==> config.mk <==
export PLATFORM = sky130hd
export DESIGN_NAME = seg7_capture
export DESIGN_NICKNAME = d
export VERILOG_FILES = /design/src/rtl/seg7_capture.sv
export SDC_FILE = /design/constraint.sdc
export NUM_CORES = 1
export LEC_CHECK = 0
export CAP_MARGIN = 25
export CORE_MARGIN = 2
export CORE_UTILIZATION = 30
export CTS_CLUSTER_DIAMETER = 100
export DETAILED_ROUTE_END_ITERATION = 8
export GPL_ROUTABILITY_DRIVEN = 0
export PLACE_DENSITY = 0.58
export SETUP_SLACK_MARGIN = 0.4
export SLEW_MARGIN = 40
export SYNTH_ARGS = -nofsm -noshare
export SYNTH_HDL_FRONTEND = slang
export SYNTH_SLANG_ARGS = --single-unit
==> constraint.sdc <==
create_clock -name clk -period 5.15 [get_ports clk]
set_clock_uncertainty 0.05 [all_clocks]
set_input_delay 0.515 -clock clk [delete_from_list [all_inputs] [get_ports clk]]
set_output_delay 0.515 -clock clk [all_outputs]
set_load 0.01 [all_outputs]
==> src/rtl/seg7_capture.sv <==
// seg7_capture: 7-segment bus monitor that debounces, decodes and queues stable glyph changes.
// Optional feature: define SEG7_CAPTURE_DP_EN to include the decimal point in capture and output.
module seg7_capture #(
   parameter int STABLE_CYCLES = 4,
   parameter int FIFO_DEPTH    = 4
) (
   input  logic                         clk,
   input  logic                         rst,
   input  logic                         ena,
   input  logic [6:0]                   segments_in,
   input  logic                         dp_in,
   output logic                         out_valid,
   input  logic                         out_ready,
   output logic [3:0]                   out_digit,
   output logic                         out_invalid,
   output logic                         out_dp,
   output logic                         overflow,
   output logic [$clog2(FIFO_DEPTH):0]  fifo_count
);
   localparam int AW = $clog2(FIFO_DEPTH);
   localparam int CW = AW + 1;
   localparam int FW = $clog2(STABLE_CYCLES);
`ifdef SEG7_CAPTURE_DP_EN
   localparam int SW = 8;
   localparam int EW = 6;
`else
   localparam int SW = 7;
   localparam int EW = 5;
`endif
   typedef enum logic {SETTLE, HOLD} state_t;
   state_t          r_state, w_state_nxt;
   logic [SW-1:0]   w_sample, r_seg_q, r_last;
   logic [FW-1:0]   r_flt_cnt, w_flt_cnt_nxt;
   logic            w_commit, w_push_req, w_push, w_pop, w_full;
   logic [4:0]      w_dec;
   logic [EW-1:0]   w_entry, w_head;
   logic [EW-1:0]   r_mem [FIFO_DEPTH];
   logic [AW-1:0]   r_wr, r_rd;
   logic [CW-1:0]   r_cnt;
   logic            r_ovf;

   // Returns {invalid, digit}; anything outside the 16 glyphs is flagged invalid with digit 0.
   function automatic logic [4:0] f_decode(input logic [6:0] s);
      case (s)
         7'h3F: return 5'h00;
         7'h06: return 5'h01;
         7'h5B: return 5'h02;
         7'h4F: return 5'h03;
         7'h66: return 5'h04;
         7'h6D: return 5'h05;
         7'h7D: return 5'h06;
         7'h07: return 5'h07;
         7'h7F: return 5'h08;
         7'h6F: return 5'h09;
         7'h77: return 5'h0A;
         7'h7C: return 5'h0B;
         7'h39: return 5'h0C;
         7'h5E: return 5'h0D;
         7'h79: return 5'h0E;
         7'h71: return 5'h0F;
         default: return 5'h10;
      endcase
   endfunction

`ifdef SEG7_CAPTURE_DP_EN
   assign w_sample = {dp_in, segments_in};
   assign w_entry  = {r_seg_q[7], w_dec};
   assign out_dp   = out_valid & w_head[5];
`else
   logic w_unused_dp;
   assign w_unused_dp = dp_in;
   assign w_sample    = segments_in;
   assign w_entry     = w_dec;
   assign out_dp      = 1'b0;
`endif

   assign w_dec       = f_decode(r_seg_q[6:0]);
   assign w_head      = r_mem[r_rd];
   assign out_valid   = r_cnt != '0;
   assign out_digit   = out_valid ? w_head[3:0] : 4'd0;
   assign out_invalid = out_valid & w_head[4];
   assign overflow    = r_ovf;
   assign fifo_count  = r_cnt;
   assign w_pop       = out_valid & out_ready;
   assign w_full      = r_cnt == CW'(FIFO_DEPTH);
   // A blank commit only moves last-committed; it never occupies a FIFO slot.
   assign w_push_req  = w_commit & (r_seg_q != '0);
   assign w_push      = w_push_req & (~w_full | w_pop);

   // Filter next state: count stable samples, commit once per new stable pattern.
   always_comb begin
      w_state_nxt   = r_state;
      w_flt_cnt_nxt = r_flt_cnt;
      w_commit      = 1'b0;
      if (ena) begin
         if (w_sample != r_seg_q) begin
            w_state_nxt   = SETTLE;
            w_flt_cnt_nxt = '0;
         end else if (r_state == SETTLE) begin
            if (r_flt_cnt == FW'(STABLE_CYCLES - 2)) begin
               w_state_nxt   = HOLD;
               w_flt_cnt_nxt = '0;
               w_commit      = r_seg_q != r_last;
            end else begin
               w_flt_cnt_nxt = r_flt_cnt + FW'(1);
            end
         end
      end
   end

   // Filter registers: sampled bus, stability counter, state and last committed pattern.
   always_ff @(posedge clk) begin
      if (rst) begin
         r_state   <= SETTLE;
         r_flt_cnt <= '0;
         r_seg_q   <= '0;
         r_last    <= '0;
      end else begin
         r_state   <= w_state_nxt;
         r_flt_cnt <= w_flt_cnt_nxt;
         if (ena) r_seg_q <= w_sample;
         if (w_commit) r_last <= r_seg_q;
      end
   end

   // FIFO storage; contents need no reset because the count gates every output.
   always_ff @(posedge clk) begin
      if (w_push) r_mem[r_wr] <= w_entry;
   end

   // FIFO pointers, occupancy and sticky overflow on a dropped commit.
   always_ff @(posedge clk) begin
      if (rst) begin
         r_wr  <= '0;
         r_rd  <= '0;
         r_cnt <= '0;
         r_ovf <= 1'b0;
      end else begin
         if (w_push) r_wr <= r_wr + AW'(1);
         if (w_pop) r_rd <= r_rd + AW'(1);
         r_cnt <= r_cnt + CW'(w_push) - CW'(w_pop);
         if (w_push_req & ~w_push) r_ovf <= 1'b1;
      end
   end
endmodule

==> results of run 1 <==
==> how the worst max path moves through the flow <==
stage          depth (start not counted)            end
3_3_place_gp                          14  fifo_count[2]
5_1_grt                               14  fifo_count[2]
3_5_place_dp                          14  fifo_count[2]
4_1_cts                               14  fifo_count[2]
6_report                              14  fifo_count[2]
2_1_floorplan                         12  fifo_count[2]
==> kinds of logic (layout without fill, tap and decap cells) <==
logic type / after synthesis / in the layout / synth area share (%)
and+or+nand+nor: 90 / 90 / 20.9
DFF: 47 / 47 / 44.9
AOI/OAI and AO/OA: 29 / 29 / 7.24
buffers and inverters: 25 / 36 / 5.22
xor gates and xnor gates: 20 / 20 / 7.78
muxes: 19 / 19 / 10.1
adders and majority gates: 7 / 7 / 3.74
other: 1 / 1 / 0.147
==> cells in the mapped netlist, types with 3 or more instances <==
master	number	area (um2)
nor3_1	6	30.0
nand2b_1	4	25.0
buf_2	4	20.0
inv_1	8	30.0
mux2i_1	13	130
nand3_1	8	40.0
and3_1	3	18.8
nor2_1	25	93.8
xnor2_1	9	78.8
mux4_2	5	113
a21oi_1	8	40.0
xnor2_2	3	48.8
ha_1	6	75.1
xor2_1	8	70.1
edfxtp_1	20	601
dfxtp_1	27	541
and2_1	12	75.1
o21ai_0	7	35.0
nor2b_1	4	25.0
buf_6	4	45.0
nand2_1	9	33.8
a31oi_1	3	18.8
clkbuf_1	6	22.5
==> routing by layer <==
| metal | up-vias | global-route usage (%) |
|---|---|---|
| met5 | - | 0 |
| met4 | 0 | 3.93 |
| met3 | 6 | 2.35 |
| met2 | 33 | 17.9 |
| met1 | 770 | 12.6 |
| li1 | 863 | - |
==> worst register-to-register path: stages, from the launching register on <==
cell and delay [ns]:
dfxtp_1 0.71, xor2_1 0.19, nor4_4 0.34, nand4_2 0.23, and3_4 0.25, inv_1 0.06
ha_1 0.22, inv_1 0.05, ha_1 0.12, inv_1 0.05, fa_1 0.37, xor2_1 0.17
xnor2_1 0.14, nor2_1 0.05
==> through the flow <==
stage          utilization, %  instance area (um2)  std cells  hold slack (ns)  setup slack, ns
6_report                 34.9                 2870        354            0.443             1.70
5_1_grt                  34.9                 2870        354            0.468             1.44
4_1_cts                  34.9                 2870        354            0.446             1.70
3_5_place_dp             33.7                 2770        346            0.431             1.36
3_3_place_gp             33.7                 2770        346            0.425             1.37
2_1_floorplan               -                 2540        238            0.411             2.41
==> state kept, by name, summed over array words and instances, names as in the netlist, named ones only <==
signal,flops
fifo_count,3
r_mem,20
overflow,1
r_last,7
r_state,1
r_flt_cnt,2
r_rd,2
r_wr,2
r_seg_q,7
==> power by group <==
part           switching, mW  internal [mW]
clock                  0.129          0.110
combinational         0.0788          0.104
sequential            0.0335          0.402
total                  0.241          0.616
==> layout make-up <==
| type | instances | area [um2] |
|---|---|---|
| flip-flops and latches | 47 | 1140 |
| repair buffers | 20 | 195 |
| multi-input cells | 166 | 1270 |
| inverters | 8 | 30.0 |
| well taps | 105 | 131 |
| clock inverters | 2 | 16.3 |
| fillers | 820 | 5350 |
| clock buffers | 6 | 82.6 |
==> impl_metrics.py, run 1 <==
metrics = {
    "timing": {
        "finalCriticalPeriod_ns": 3.45,
        "rsz0062_at_grt": "no",
        "worstMarginPinSlew_ns": 0.598,
        "hold_violations": 0,
        "tns_ns": 0,
        "period_share_pct": 67.0,
        "max_freq_mhz": 290,
        "slew_viol_final": 0,
        "relSlewSlack_pct": 60.1,
        "setup_viol": 0,
    },
    "setup_path": {
        "slowest_delay_ns": 0.82,
        "cp.required_ns": 5.29,
        "cp.arrival_ns": 3.59,
        "cp-start-kind": "primary input",
        "regToRegSetupSlack_ns": 2.03,
        "worstReg2RegStart": "r_seg_q[0]",
        "cp-startpoint": "ena",
        "cpMostUsedCell": "inv_1",
        "reg2regPathDepth": 13,
        "critPathSlowestCell": "clkdlybuf4s50_1",
        "crit_family": "simple AND/OR/NAND/NOR gates",
        "cp-end-kind": "flip-flop",
        "crit_buf_inv": 4,
        "critPathKind": "primary input to flip-flop",
        "cp_max_fo": 12,
        "path_cells": "clkdlybuf4s50_1 > nor2b_1 > and3b_1 > and3_1 > and3_4 > inv_1 > ha_1 > inv_1 > ha_1 > inv_1 > fa_1 > xor2_1 > xnor2_1 > nor2_1",
        "r2r_end": "fifo_count[2]",
    },
    "clock_network": {
        "ctsResizeCount": 0,
        "cts_setup_buffers": 0,
        "cts_buffers": 5,
        "clk_path_buf_depth": 2,
        "cts_tree": "done",
        "clockRootBuffer": "clkbuf_8",
        "htree_levels": 2,
        "cts.sinks": 47,
        "worstSkewPairLatency_ns": 0.30,
        "cts_hold_buffers": 0,
        "cts.clk_slew.worst_paths_ns": 0.09,
    },
    "floorplanning": {
        "coreArea_mm2": 0.00822,
        "io_pins": 23,
        "dieArea_mm2": 0.00923,
        "die_y_um": 96.1,
        "start_util_pct": 30.9,
        "die_x_um": 96.1,
        "fp-row-count": 33,
    },
    "synth": {
        "syn_inst": 238,
        "syn_area_per_cell_um2": 10.7,
        "ys_types": 52,
        "synth_edf_count": 20,
        "syn_nets": 257,
        "ys_ff_latch": 47,
        "async_flop_share_pct": 0,
        "syn-cell-area_mm2": 0.00254,
        "ys_seq_area_share_pct": 44.9,
        "ys.flop_type": "dfxtp_1",
        "yosysWarnings": 0,
    },
    "min_path": {
        "hp-start": "r_last[5]",
        "hold-path-endpoint": "r_last[5]",
        "min_delay_path_depth": 2,
        "min_path_type": "flip-flop to flip-flop",
    },
    "routing": {
        "via_per_inst": 4.72,
        "drt_iter0_drc": 79,
        "ant_nets": 0,
        "wl_met2_mm": 2.09,
        "wl_met1_mm": 2.03,
        "routed_wl_mm": 4.35,
        "wire_per_inst_um": 12.3,
        "top_layer": "met4",
        "drc": 0,
        "drt_pass1_iterations": 4,
        "vias": 1672,
        "wl_met3_um": 172,
    },
    "grt": {
        "grt_use_total_pct": 10.4,
        "grt_pass1_wl_mm": 7.42,
        "grt_pass1_vias": 1569,
        "overflow": 0,
        "antenna_found_initial": 0,
        "grt_max_degree": 29,
    },
    "layout": {
        "layout_commonest_cell": "dfxtp_1",
        "drive_gt1_share_pct": 10.0,
        "antenna_cells": 0,
        "nNetsFinal": 267,
        "mostFrequentLayoutCells": "dfxtp_1, nor2_1, edfxtp_1",
        "syn2layout_area_growth_pct": 12.7,
    },
    "pwr": {
        "finalPower_uw": 857,
        "powerDensity_mw_per_mm2": 299,
        "max-vdd-ir-drop_uv": 99.7,
        "leakagePower_nw": 1.06,
    },
    "placed_design": {
        "dp_hpwl_mm": 3.19,
        "port_buffers": 20,
    },
    "run_status": {
        "status": "completed",
    },
    "flow_run": {
        "maxCapViolCount": 0,
    },
}
No activity file was read; power rests on OpenSTA's default activity.
==> run 2: changes to the inputs <==
Clock period 5.15 ns to 3.19 ns, I/O delays scaled along.
==> impl_metrics.py, run 2 (synthesis results as in run 1) <==
metrics = {
    "setup_path": {
        "cp-start-kind": "primary input",
        "critPathKind": "primary input to flip-flop",
        "slowest_delay_ns": 0.49,
        "crit_family": "simple AND/OR/NAND/NOR gates",
        "cp.required_ns": 3.31,
        "critPathSlowestCell": "clkdlybuf4s50_1",
        "crit_buf_inv": 4,
        "path_cells": "clkdlybuf4s50_1 > nor2b_4 > and3b_2 > and3_4 > and3_4 > inv_4 > ha_4 > inv_2 > ha_4 > inv_2 > fa_2 > xor2_1 > xnor2_1 > nor2_1",
        "cp-end-kind": "flip-flop",
        "cp_max_fo": 4,
        "cp.arrival_ns": 2.79,
    },
    "clock_network": {
        "cts_tree": "done",
        "clk_path_buf_depth": 2,
        "worstSkewPairLatency_ns": 0.30,
        "clockRootBuffer": "clkbuf_8",
        "htree_levels": 2,
        "cts.clk_slew.worst_paths_ns": 0.08,
        "cts.sinks": 47,
        "cts_buffers": 5,
    },
    "grt": {
        "grt_pass1_vias": 1701,
        "overflow": 0,
        "grt_max_degree": 18,
        "grt_pass1_wl_mm": 7.69,
        "grt_use_total_pct": 10.6,
        "antenna_found_initial": 0,
    },
    "floorplanning": {
        "fp-row-count": 33,
        "io_pins": 23,
        "die_y_um": 96.1,
        "die_x_um": 96.1,
        "start_util_pct": 30.9,
        "coreArea_mm2": 0.00822,
        "dieArea_mm2": 0.00923,
    },
    "layout": {
        "final_util_pct": 38.2,
        "mostFrequentLayoutCells": "nor2_1, dfxtp_1, edfxtp_1",
        "regArea_mm2": 0.00115,
        "largest_register_ffs": 20,
        "reg_top3": "r_mem: 20 flops, r_last: 7 flops, r_seg_q: 7 flops",
        "multi_input_area_mm2": 0.00136,
        "layout_commonest_cell": "nor2_1",
        "drive_gt1_share_pct": 23.9,
        "instances_no_fill": 373,
        "syn2layout_area_growth_pct": 23.5,
        "regMostFlops": "r_mem",
        "antenna_cells": 0,
        "nNetsFinal": 286,
        "n_fill_cell": 820,
    },
    "timing": {
        "finalCriticalPeriod_ns": 2.67,
        "hold_violations": 0,
        "relSlewSlack_pct": 59.9,
        "slew_viol_final": 0,
        "setup_viol": 0,
        "tns_ns": 0,
        "timing.final.ws_setup_ns": 0.520,
        "period_share_pct": 83.7,
        "worstMarginPinSlew_ns": 0.595,
        "rsz0062_at_grt": "no",
        "max_freq_mhz": 375,
    },
    "routing": {
        "drt_pass1_iterations": 4,
        "vias": 1721,
        "routed_wl_mm": 4.52,
        "wl_met2_mm": 2.16,
        "drt_iter0_drc": 116,
        "via_per_inst": 4.61,
        "wl_met3_um": 152,
        "wire_per_inst_um": 12.1,
        "wl_met1_mm": 2.18,
        "top_layer": "met4",
        "ant_nets": 0,
        "drc": 0,
    },
    "run_status": {
        "status": "completed",
    },
    "pwr": {
        "leakagePower_nw": 1.18,
        "powerDensity_mw_per_mm2": 471,
        "max-vdd-ir-drop_uv": 202,
    },
    "placed_design": {
        "dp_hpwl_mm": 3.31,
        "dp_slack_ns": 0.0475,
        "dp_cells": 359,
        "port_buffers": 20,
    },
    "min_path": {
        "min_path_type": "primary input to flip-flop",
    },
    "flow_run": {
        "maxCapViolCount": 0,
    },
}
[run 2: cell count changes in the layout (fill, tap and decap cells not counted), sizes merged]
cell	before	now
bufinv	0	1
buf	1	19
clkinv	1	0
clkdlybuf4s50	19	16
dlygate4sd2	0	4
[run 2: power breakdown]
group	internal, mW	switching [mW]	leakage (nW)
Sequential	0.651	0.0445	0.415
Clock	0.234	0.193	0.0514
Combinational	0.202	0.155	0.708
[run 2: area by class of cell]
cell class	instances	share of cell area, %
Clock buffer	6	2.31
Clock inverter	2	1.20
Inverter	8	1.04
Multi-Input combinational cell	166	43.3
Sequential cell	47	36.7
Tap cell	105	4.18
Timing Repair Buffer	39	11.3
[run 2: repair_timing]
item,CTS,global route
endpoints found under the setup margin,1,1
hold endpoints to repair,0,0
gates resized for setup,7,29
buffers inserted,0,6
hold buffers,0,0
pin swaps,1,5
[run 2: worst paths after layout]
check / start / to / slack, ns / cells after the start
setup / recovery: ena / fifo_count[2] / 0.52 / 14
hold / removal: segments_in[2] / r_seg_q[2] / 0.42 / 3
setup reg to reg: r_seg_q[2] / fifo_count[2] / 0.56 / 14
hold reg to reg: overflow / overflow / 0.43 / 2
[run 2: metal layers]
metal	up-vias	track usage, %
li1	896	-
met1	791	13.2
met2	31	18.2
met3	3	2.35
met4	0	3.45
met5	-	0
[run 2: worst register-to-register path, stage by stage, from the launching register on]
cell	delay, ns
dfxtp_4	0.37
buf_12	0.14
xor2_4	0.18
nor4_4	0.25
nand4_2	0.13
and3_4	0.22
inv_4	0.06
ha_4	0.19
inv_2	0.06
ha_4	0.12
inv_2	0.04
fa_2	0.34
xor2_1	0.16
xnor2_1	0.15
nor2_1	0.05
[run 2: metrics by stage]
step / power, mW / cell area (um2) / hold WS [ns]
5_1_grt: 1.57 / 3140 / 0.440
6_report: 1.48 / 3140 / 0.423
2_1_floorplan: 0.921 / 2540 / 0.411
3_3_place_gp: 1.03 / 2870 / 0.414
4_1_cts: 1.46 / 2990 / 0.420
3_5_place_dp: 1.04 / 2870 / 0.425
